### config.mk
export PLATFORM = sky130hd
export DESIGN_NAME = board_scan_ctrl
export DESIGN_NICKNAME = d
export VERILOG_FILES = /design/src/rtl/klotski_pkg.sv /design/src/rtl/board_scan_ctrl_perm_check.sv /design/src/rtl/board_scan_ctrl.sv
export SDC_FILE = /design/constraint.sdc
export NUM_CORES = 2
export LEC_CHECK = 0
export ABC_AREA = 1
export CORE_MARGIN = 2
export CORE_UTILIZATION = 35
export CTS_BUF_LIST = sky130_fd_sc_hd__clkbuf_8
export CTS_CLUSTER_SIZE = 20
export DETAILED_ROUTE_END_ITERATION = 8
export GPL_TIMING_DRIVEN = 0
export PLACE_DENSITY = 0.54
export SLEW_MARGIN = 20
export SYNTH_ARGS = -nofsm -noshare
export SYNTH_HDL_FRONTEND = slang
export SYNTH_SLANG_ARGS = --single-unit
### constraint.sdc
create_clock -name i_clk -period 2.6 [get_ports i_clk]
set_input_delay 0.65 -clock i_clk [delete_from_list [all_inputs] [get_ports i_clk]]
set_output_delay 0.65 -clock i_clk [all_outputs]
set_load 0.1 [all_outputs]
### src/rtl/klotski_pkg.sv
// Shared types and constants for the klotski camera pipeline blocks.
package klotski_pkg;

  localparam int NUM_BLOCKS = 16;

  typedef logic [23:0] rgb_t;
  typedef logic [63:0] order_t;
  typedef logic [NUM_BLOCKS-1:0] block_mask_t;

  typedef enum logic [2:0] {
    ST_IDLE,
    ST_COLLECT,
    ST_SORT,
    ST_WAIT,
    ST_CHECK
  } scan_state_e;

  localparam logic [1:0] ERR_TIMEOUT = 2'd1;
  localparam logic [1:0] ERR_PERM    = 2'd2;

  // One-hot decode of a 4-bit block / tile number.
  function automatic block_mask_t tile_onehot(input logic [3:0] n);
    block_mask_t m;
    m    = '0;
    m[n] = 1'b1;
    return m;
  endfunction

endpackage

### src/rtl/board_scan_ctrl_perm_check.sv
// Combinational check that a 16-nibble sort order is a permutation of 0..15.
module order_perm_check
  import klotski_pkg::*;
(
  input  order_t i_order,
  output logic   o_valid
);

  block_mask_t seen;

  // Union of the one-hot tile decodes; every tile present exactly once iff full
  always_comb begin
    seen = '0;
    for (int k = 0; k < NUM_BLOCKS; k++) begin
      seen = seen | tile_onehot(i_order[4*k +: 4]);
    end
    o_valid = &seen;
  end

endmodule

### src/rtl/board_scan_ctrl.sv
// Frame sequencer for the RGBSort classifier: gathers 16 block colours,
// launches a sort, validates the returned order and publishes a board once
// the same order has been seen on STABLE_FRAMES consecutive frames.
module board_scan_ctrl
  import klotski_pkg::*;
#(
  parameter int STABLE_FRAMES = 3,
  parameter int SORT_TIMEOUT  = 1023
) (
  input  logic                        i_clk,
  input  logic                        i_rst_n,
  input  logic                        i_enable,
  input  logic                        i_color_valid,
  input  logic [3:0]                  i_color_idx,
  input  logic [23:0]                 i_color,
  output logic [NUM_BLOCKS*24-1:0]    o_blocks,
  output logic                        o_sort_start,
  input  logic                        i_sort_done,
  input  logic [63:0]                 i_sort_order,
  output logic [63:0]                 o_board,
  output logic                        o_board_valid,
  output logic                        o_busy,
  output logic                        o_error,
  output logic [1:0]                  o_err_code
);

  localparam int TO_W = $clog2(SORT_TIMEOUT + 1);
  localparam int ST_W = $clog2(STABLE_FRAMES + 1);

  // The counter value seen in the last WAIT cycle before a timeout fires.
  localparam logic [TO_W-1:0] TO_LAST = TO_W'(SORT_TIMEOUT - 1);
  localparam logic [ST_W-1:0] ST_MAX  = ST_W'(STABLE_FRAMES);

  scan_state_e                 state_q, state_d;
  block_mask_t                 mask_q, mask_d;
  rgb_t [NUM_BLOCKS-1:0]       blocks_q, blocks_d;
  logic [TO_W-1:0]             to_cnt_q, to_cnt_d;
  logic [ST_W-1:0]             stab_cnt_q, stab_cnt_d;
  order_t                      order_q, order_d;
  order_t                      cand_q, cand_d;
  logic                        cand_vld_q, cand_vld_d;
  order_t                      board_q, board_d;
  logic                        published_q, published_d;
  logic                        sort_start_q, sort_start_d;
  logic                        board_valid_q, board_valid_d;
  logic                        busy_q, busy_d;
  logic                        error_q, error_d;
  logic [1:0]                  err_code_q, err_code_d;
  logic                        perm_ok;

  order_perm_check u_perm_check (
    .i_order (order_q),
    .o_valid (perm_ok)
  );

  // Next-state and next-output computation for the scan sequencer
  always_comb begin
    state_d       = state_q;
    mask_d        = mask_q;
    blocks_d      = blocks_q;
    to_cnt_d      = to_cnt_q;
    stab_cnt_d    = stab_cnt_q;
    order_d       = order_q;
    cand_d        = cand_q;
    cand_vld_d    = cand_vld_q;
    board_d       = board_q;
    published_d   = published_q;
    board_valid_d = 1'b0;
    error_d       = 1'b0;
    err_code_d    = err_code_q;

    if (!i_enable) begin
      // Disable overrides everything, including a sort completing this cycle.
      state_d    = ST_IDLE;
      mask_d     = '0;
      stab_cnt_d = '0;
      cand_vld_d = 1'b0;
    end else begin
      case (state_q)
        ST_IDLE: begin
          state_d = ST_COLLECT;
          mask_d  = '0;
        end

        ST_COLLECT: begin
          if (i_color_valid) begin
            blocks_d[i_color_idx] = i_color;
            mask_d = mask_q | tile_onehot(i_color_idx);
            if (&mask_d) begin
              state_d = ST_SORT;
            end
          end
        end

        ST_SORT: begin
          to_cnt_d = '0;
          state_d  = ST_WAIT;
        end

        ST_WAIT: begin
          // A completion in the same cycle as the timeout takes precedence.
          if (i_sort_done) begin
            order_d = i_sort_order;
            state_d = ST_CHECK;
          end else if (to_cnt_q == TO_LAST) begin
            error_d    = 1'b1;
            err_code_d = ERR_TIMEOUT;
            mask_d     = '0;
            state_d    = ST_COLLECT;
          end else begin
            to_cnt_d = to_cnt_q + 1'b1;
          end
        end

        ST_CHECK: begin
          mask_d  = '0;
          state_d = ST_COLLECT;
          if (!perm_ok) begin
            error_d    = 1'b1;
            err_code_d = ERR_PERM;
            stab_cnt_d = '0;
            cand_vld_d = 1'b0;
          end else begin
            if (cand_vld_q && (order_q == cand_q)) begin
              stab_cnt_d = (stab_cnt_q == ST_MAX) ? ST_MAX : stab_cnt_q + 1'b1;
            end else begin
              cand_d     = order_q;
              cand_vld_d = 1'b1;
              stab_cnt_d = ST_W'(1);
            end
            // Republish only on a change, or for the very first board.
            if ((stab_cnt_d == ST_MAX) && ((cand_d != board_q) || !published_q)) begin
              board_d       = cand_d;
              published_d   = 1'b1;
              board_valid_d = 1'b1;
            end
          end
        end

        default: begin
          state_d = ST_IDLE;
          mask_d  = '0;
        end
      endcase
    end

    sort_start_d = (state_d == ST_SORT);
    busy_d       = (state_d inside {ST_SORT, ST_WAIT, ST_CHECK});
  end

  // State and registered outputs, synchronous active-low reset
  always_ff @(posedge i_clk) begin
    if (!i_rst_n) begin
      state_q       <= ST_IDLE;
      mask_q        <= '0;
      blocks_q      <= '0;
      to_cnt_q      <= '0;
      stab_cnt_q    <= '0;
      order_q       <= '0;
      cand_q        <= '0;
      cand_vld_q    <= 1'b0;
      board_q       <= '0;
      published_q   <= 1'b0;
      sort_start_q  <= 1'b0;
      board_valid_q <= 1'b0;
      busy_q        <= 1'b0;
      error_q       <= 1'b0;
      err_code_q    <= 2'd0;
    end else begin
      state_q       <= state_d;
      mask_q        <= mask_d;
      blocks_q      <= blocks_d;
      to_cnt_q      <= to_cnt_d;
      stab_cnt_q    <= stab_cnt_d;
      order_q       <= order_d;
      cand_q        <= cand_d;
      cand_vld_q    <= cand_vld_d;
      board_q       <= board_d;
      published_q   <= published_d;
      sort_start_q  <= sort_start_d;
      board_valid_q <= board_valid_d;
      busy_q        <= busy_d;
      error_q       <= error_d;
      err_code_q    <= err_code_d;
    end
  end

  assign o_blocks      = blocks_q;
  assign o_sort_start  = sort_start_q;
  assign o_board       = board_q;
  assign o_board_valid = board_valid_q;
  assign o_busy        = busy_q;
  assign o_error       = error_q;
  assign o_err_code    = err_code_q;

endmodule

# After elaboration in Yosys (flattened, before gate mapping)
# Cells that the tools add are included.
# word_totals
reg_bits	615
in_bits	97
out_inout_bits	454
word_cells	210
# op_classes
add_sub_neg	2
order_cmp	34
n_eq_ne	18
muxes	71
n_bitwise	17
n_reduce_logical	38
# ops
operator	count
bitwise mux 384 bit	1
2-to-1 mux 64 bit	4
bitwise OR 16 bit	16
demux 24 bit (select 4 bit)	1
less-than comparator 4 x 5 -> 1 bit (second input constant)	17
demux 1 bit (select 4 bit)	17
>= comparator 4 x 1 -> 1 bit (second input constant)	17
== test 64 bit	1
!= test 64 bit	1
2-to-1 mux 16 bit	3
one-hot mux 16 bit (3 select lines)	1
AND reduction 19 bit	2
AND reduction 16 bit	2
2-to-1 mux 24 bit	1
2-to-1 mux 1 bit	23
2-to-1 mux 10 bit	2
one-hot mux 10 bit (2 select lines)	1
logical AND 1 bit	19
2-to-1 mux 2 bit	9
AND reduction 18 bit	1
2-to-1 mux 3 bit	5
== test 3 x 2 -> 1 bit (second input constant)	4
!= test 2 bit (second input constant)	6
one-hot mux 3 bit (4 select lines)	1
other kinds (19)	25

# Logic depth before layout (Yosys ltp)
# logic_depth
word_depth	27
mapped_depth	20
ltp_nobuf	17

# Hierarchy
# Synthesis repeated with hierarchy kept, for this count alone.
# unflattened
cells_unflattened	4255
area_unflattened_um2	27642.8
# modules_own_cells
module	instances	cells_per_inst	area_each_um2	seq_area_each_um2
board_scan_ctrl	1	3528	24798.8	12311.8
order_perm_check	1	727	2844.0	0.0

# Worst setup path before layout
# No wires, ideal clock.
# synth_path
kind	reg2reg
startpoint	reg board_q[57] (netlist: o_board[57])
endpoint	reg published_q
setup_ps	132
t_arrival_ps	2304
required_ps	2468
slack_ps	164
path_stages_with_launch	16
path_buffers	2
synth_period_minus_slack_ps	2436
path_cell_list	dfxtp_1 -> inv_1 -> nand2_1 -> o21ai_0 -> nor2_1 -> nand3_1 -> nor2_1 -> nand2_1 -> nor2_1 -> nand2_1 -> nor2_1 -> nor2_1 -> nand2_1 -> buf_2 -> buf_2 -> a21oi_1
# synth_between
elab_chain_len	4
# synth_rtl
item	line	rtl
start: declaration	board_scan_ctrl.sv:42	order_t board_q, board_d;
start signal: assignment	board_scan_ctrl.sv:178	board_q <= board_d;
!= test 64 bit	board_scan_ctrl.sv:132	if ((stab_cnt_d == ST_MAX) && ((cand_d != board_q) || !published_q)) begin
logical OR 1 bit	board_scan_ctrl.sv:132	
logical AND 1 bit	board_scan_ctrl.sv:132	
AND reduction 19 bit (no line)	-	
end signal: assignment	board_scan_ctrl.sv:179	published_q <= published_d;
end: declaration	board_scan_ctrl.sv:43	logic published_q, published_d;
# No other way between the ends.
# A chain may end at the register's enable or synchronous reset.

# Worst setup path after layout
# layout_path
startpoint	reg order_q[41]
endpoint	reg cand_q[45]
# layout_between
elab_chain_len	11
word_cells_on_any_way	18
classes_between	2 x order compare; 1 x eq/ne; 6 x mux; 6 x bitwise; 3 x reduce/logical
# layout_rtl
item	line	rtl
start: declaration	board_scan_ctrl.sv:39	order_t order_q, order_d;
start signal: assignment	board_scan_ctrl.sv:175	order_q <= order_d;
less-than comparator 4 x 5 -> 1 bit (implied by the code) or >= comparator 4 x 1 -> 1 bit (tied branches)	klotski_pkg.sv:25	m[n] = 1'b1;
logical AND 1 bit (implied by the code)	klotski_pkg.sv:25	
2-to-1 mux 1 bit (implied by the code)	klotski_pkg.sv:25	
demux 1 bit (select 4 bit)	-	
bitwise OR 16 bit (6 in a row)	board_scan_ctrl_perm_check.sv:15	seen = seen | tile_onehot(i_order[4*k +: 4]);
AND reduction 18 bit (no line)	-	
end signal: assignment	board_scan_ctrl.sv:176	cand_q <= cand_d;
end: declaration	board_scan_ctrl.sv:40	order_t cand_q, cand_d;
# Parallel ways exist; a longest one is shown, timed or not. The select of a mux whose other input is x is not followed.

==> flow_metrics.tcl <==
set metrics [dict create \
    syn-cell-area_mm2 0.0288 \
    wire_per_inst_um 23.4 \
    hold_buffers 0 \
    clkLatencyLatePin_ns 0.76 \
    drv_cap 0 \
    dieWidth_um 291 \
    p_comb_share_pct 4.8 \
    synth_fa_ha_area_share_pct 0.0870 \
    synth-compound-area-share_pct 10.3 \
    path_delay_family "simple AND/OR/NAND/NOR gates" \
    drt_wl_total_um 150000 \
    critPathMaxStageDelay_ns 0.32 \
    final_core_util_pct 48.2 \
    status "complete, but fails checks" \
    final_nets 5340 \
    synth_top_family_by_area "simple AND/OR/NAND/NOR gates" \
    gr-usage-all-layers_pct 34.0 \
    core_area_mm2 0.0817 \
    hold_path.class "reg -> reg" \
    worstPathRequired_ns 3.29 \
    syn_inst 4514 \
    clock_skew_ns 0.0508 \
    synth_top_area_share_pct 42.8 \
    end_kind "register" \
    synth_seq_cells 615 \
    seqCellArea_mm2 0.0123 \
    intPower_mw 14.7 \
    fin_crit_ns 2.71 \
    cts_tree "yes" \
    n_fill_cell 8706 \
    grt_pass1_wl_um 212000 \
    swShare_pct 26.2 \
    die_area_mm2 0.0845 \
    worstPathArrival_ns 3.40 \
    drive_gt1_share_pct 15.9 \
    synth-seq-area-share_pct 42.8 \
    drt_iter0_markers 3020 \
    ys_top_cells_by_area "dfxtp_1 (43%), nor2_1 (18%), nand2_1 (14%)" \
    first_pass_iters 6 \
    clock.fmax_mhz 368 \
    finalHoldViolCount 0 \
    synth_cell_types 35 \
    crit_path_top_delay_cell "dfxtp_2" \
    synth_area_per_cell_um2 6.37 \
    rsz0062_at_grt "true" \
    htreeDepth 3 \
    hold_ws_ns 0.459 \
    fp.dieH_um 291 \
    vias 32262 \
    synth.largest_area_cell "dfxtp_1" \
    antenna_found_initial 12 \
    power_frac_seq_pct 47.3 \
    synth_simple_gate_area_share_pct 36.8 \
    port_buffers 549 \
    critical_path_buf_inv_count 5 \
    crit_chain "buf_6 -> clkinvlp_4 -> nor2_4 -> nand2_1 -> nand2_1 -> nor2_2 -> nand2_1 -> nor2_2 -> nor2_2 -> nand3_2 -> nor3_4 -> buf_6 -> nand2_8 -> clkbuf_16 -> clkbuf_16 -> nand2_4 -> nand2_2 -> nor2_1" \
    power.share.clock_pct 47.8 \
    power.density_mw_per_mm2 508 \
    critPathLaunchType "register" \
    yosys_most_used_dff "dfxtp_1" \
    avgViaCountPerCell 5.04 \
    multi_input_area_mm2 0.0151 \
    overflow 0 \
    cts_buffer_depth 3 \
    first_global_vias 29822 \
    cts_root_buf "clkbuf_8" \
    crit_fanout 8 \
    relSlewSlack_pct 18.2 \
    initial_core_util_pct 35.2 \
    power.leakage_nw 20.3 \
    worstMarginPinSlew_ns 1.23 \
    syn_nets 4613 \
    finalSetupViolations 345 \
    ys_async_sr_fraction_pct 0 \
    clkSinkCount 615 \
    place_congestion 0.982 \
    drtAntennaViolNets 0 \
    rows 105 \
    fin_crit_sh_pct 104 \
    final_max_slew_viol_count 0 \
    violations "setup timing" \
    path_clk_slew_ns 0.06 \
    syn_to_final_growth_pct 36.9 \
    synth_xor_area_share_pct 1.52 \
    worstSetupPathType "reg -> reg" \
    dp_hpwl_um 115000 \
    irDropWorstVdd_mv 0.446 \
    drc 0 \
    synth_edf_count 0 \
    io_pins 551 \
    grt_max_degree 19 \
    netSwitchingPower_mw 5.24 \
    yosysWarningCount 0 \
    setup_ws_ns -0.115 \
    synthMuxAreaShare_pct 0 \
    numCtsBuffers 109 \
    tns_ns -13.28 \
]
[worst paths after layout]
kind | depth (start not counted) | start | slack, ns | to
worst min-delay path | 2 | o_blocks[362]$_SDFFE_PN0P_ | 0.46 | o_blocks[362]$_SDFFE_PN0P_
worst max register to register | 18 | order_q[41]$_SDFFE_PN0P_ | -0.11 | cand_q[45]$_SDFFE_PN0P_
worst max-delay path | 18 | order_q[41]$_SDFFE_PN0P_ | -0.11 | cand_q[45]$_SDFFE_PN0P_
worst min register to register | 2 | o_blocks[362]$_SDFFE_PN0P_ | 0.46 | o_blocks[362]$_SDFFE_PN0P_
[worst min-delay path, stage by stage, from the launching register on]
cell,delay [ns]
dfxtp_1,0.31
nand2_1,0.06
a21oi_1,0.05
[layer usage]
metal / vias up / GRT usage [%] / share of wire [%]
met1: 15186 / 43.8 / 42
met3: 292 / 8.77 / 8.7
li1: 15463 / - / -
met4: 12 / 12.4 / 4.2
met5: - / 0 / 0.048
met2: 1309 / 54.7 / 45
[layout by cell type (no fill, tap or decap), drive strengths merged]
master         instances
nor2                1379
nand2               1101
dfxtp                615
o21ai                448
clkbuf               413
inv                  344
dlygate4sd2          309
buf                  166
a21oi                121
clkdlybuf4s50         95
nand3                 72
nor3                  44
nand4                 40
clkdlybuf4s15         38
xor2                  31
xnor2                 19
or3                   15
clkinvlp              14
clkinv                13
nor3b                 11
and2                  10
nor4                   8
diode                  6
o22ai                  6
a211oi                 3
o2111ai                3
o21a                   2
ha                     2
nand3b                 1
o211ai                 1
bufinv                 1
[timing repair]
item,CTS,global route
cloned,0,14
pin swaps,0,81
setup endpoints to repair,815,874
buffers inserted,2,53
resized for setup,574,663
[sequential cells by signal, indices dropped and copies added (netlist names)]
signal	count
to_cnt_q	10
state_q	3
stab_cnt_q	2
mask_q	16
published_q	1
cand_vld_q	1
o_error	1
o_busy	1
o_err_code	2
o_blocks	384
order_q	64
o_board_valid	1
o_sort_start	1
cand_q	64
o_board	64
[cells in the mapped netlist (11+ instances only)]
library cell / count
nor2_2: 37
nor2_1: 1341
nand2_1: 1098
o21ai_0: 439
buf_4: 35
inv_1: 271
buf_2: 48
inv_2: 49
nand3_1: 72
nor3b_1: 11
nor3_1: 38
xor2_1: 31
clkbuf_1: 165
nand4_1: 40
dfxtp_1: 615
or3_1: 15
a21oi_1: 121
xnor2_1: 19
[final cells by class]
class | instances | share of cell area, %
clock inverters | 52 | 0.826
plain buffers | 260 | 4.09
multi-input cells | 3317 | 38.4
diodes | 6 | 0.0381
clock buffers | 143 | 5.00
inverters | 320 | 3.20
well taps | 1070 | 3.40
repair buffers | 618 | 13.8
flip-flops and latches | 615 | 31.3
[kinds of logic (layout without fill, tap and decap cells)]
kind of cell / count (synthesis) / in the layout
AND/OR/NAND/NOR: 2681 / 2681
XOR/XNOR: 50 / 50
flip-flops: 615 / 615
AO/OA/AOI/OAI: 584 / 584
other: 0 / 6
adder cells (fa/ha/maj): 2 / 2
buffers and inverters: 582 / 1393
[stage by stage]
stage	setup slack [ns]	instance area (um2)	cells	power, mW
2_1_floorplan	0.164	28800	4514	10.1
4_1_cts	-0.233	37600	6330	20.1
3_5_place_dp	-1.45	35500	6133	10.6
6_report	-0.115	39400	6401	20.0
3_3_place_gp	-1.47	35600	6133	10.6
5_1_grt	-0.183	39400	6400	20.6
[power by group through the flow]
stage	Combinational [mW]	Sequential, mW	Clock, mW
finish	0.965	9.46	9.56
global route	1.01	9.46	10.1
CTS	0.942	9.46	9.68
detailed placement	0.950	9.67	0
global placement	0.953	9.67	0
floorplan	0.283	9.82	0
(Power assumes the default switching activity.)
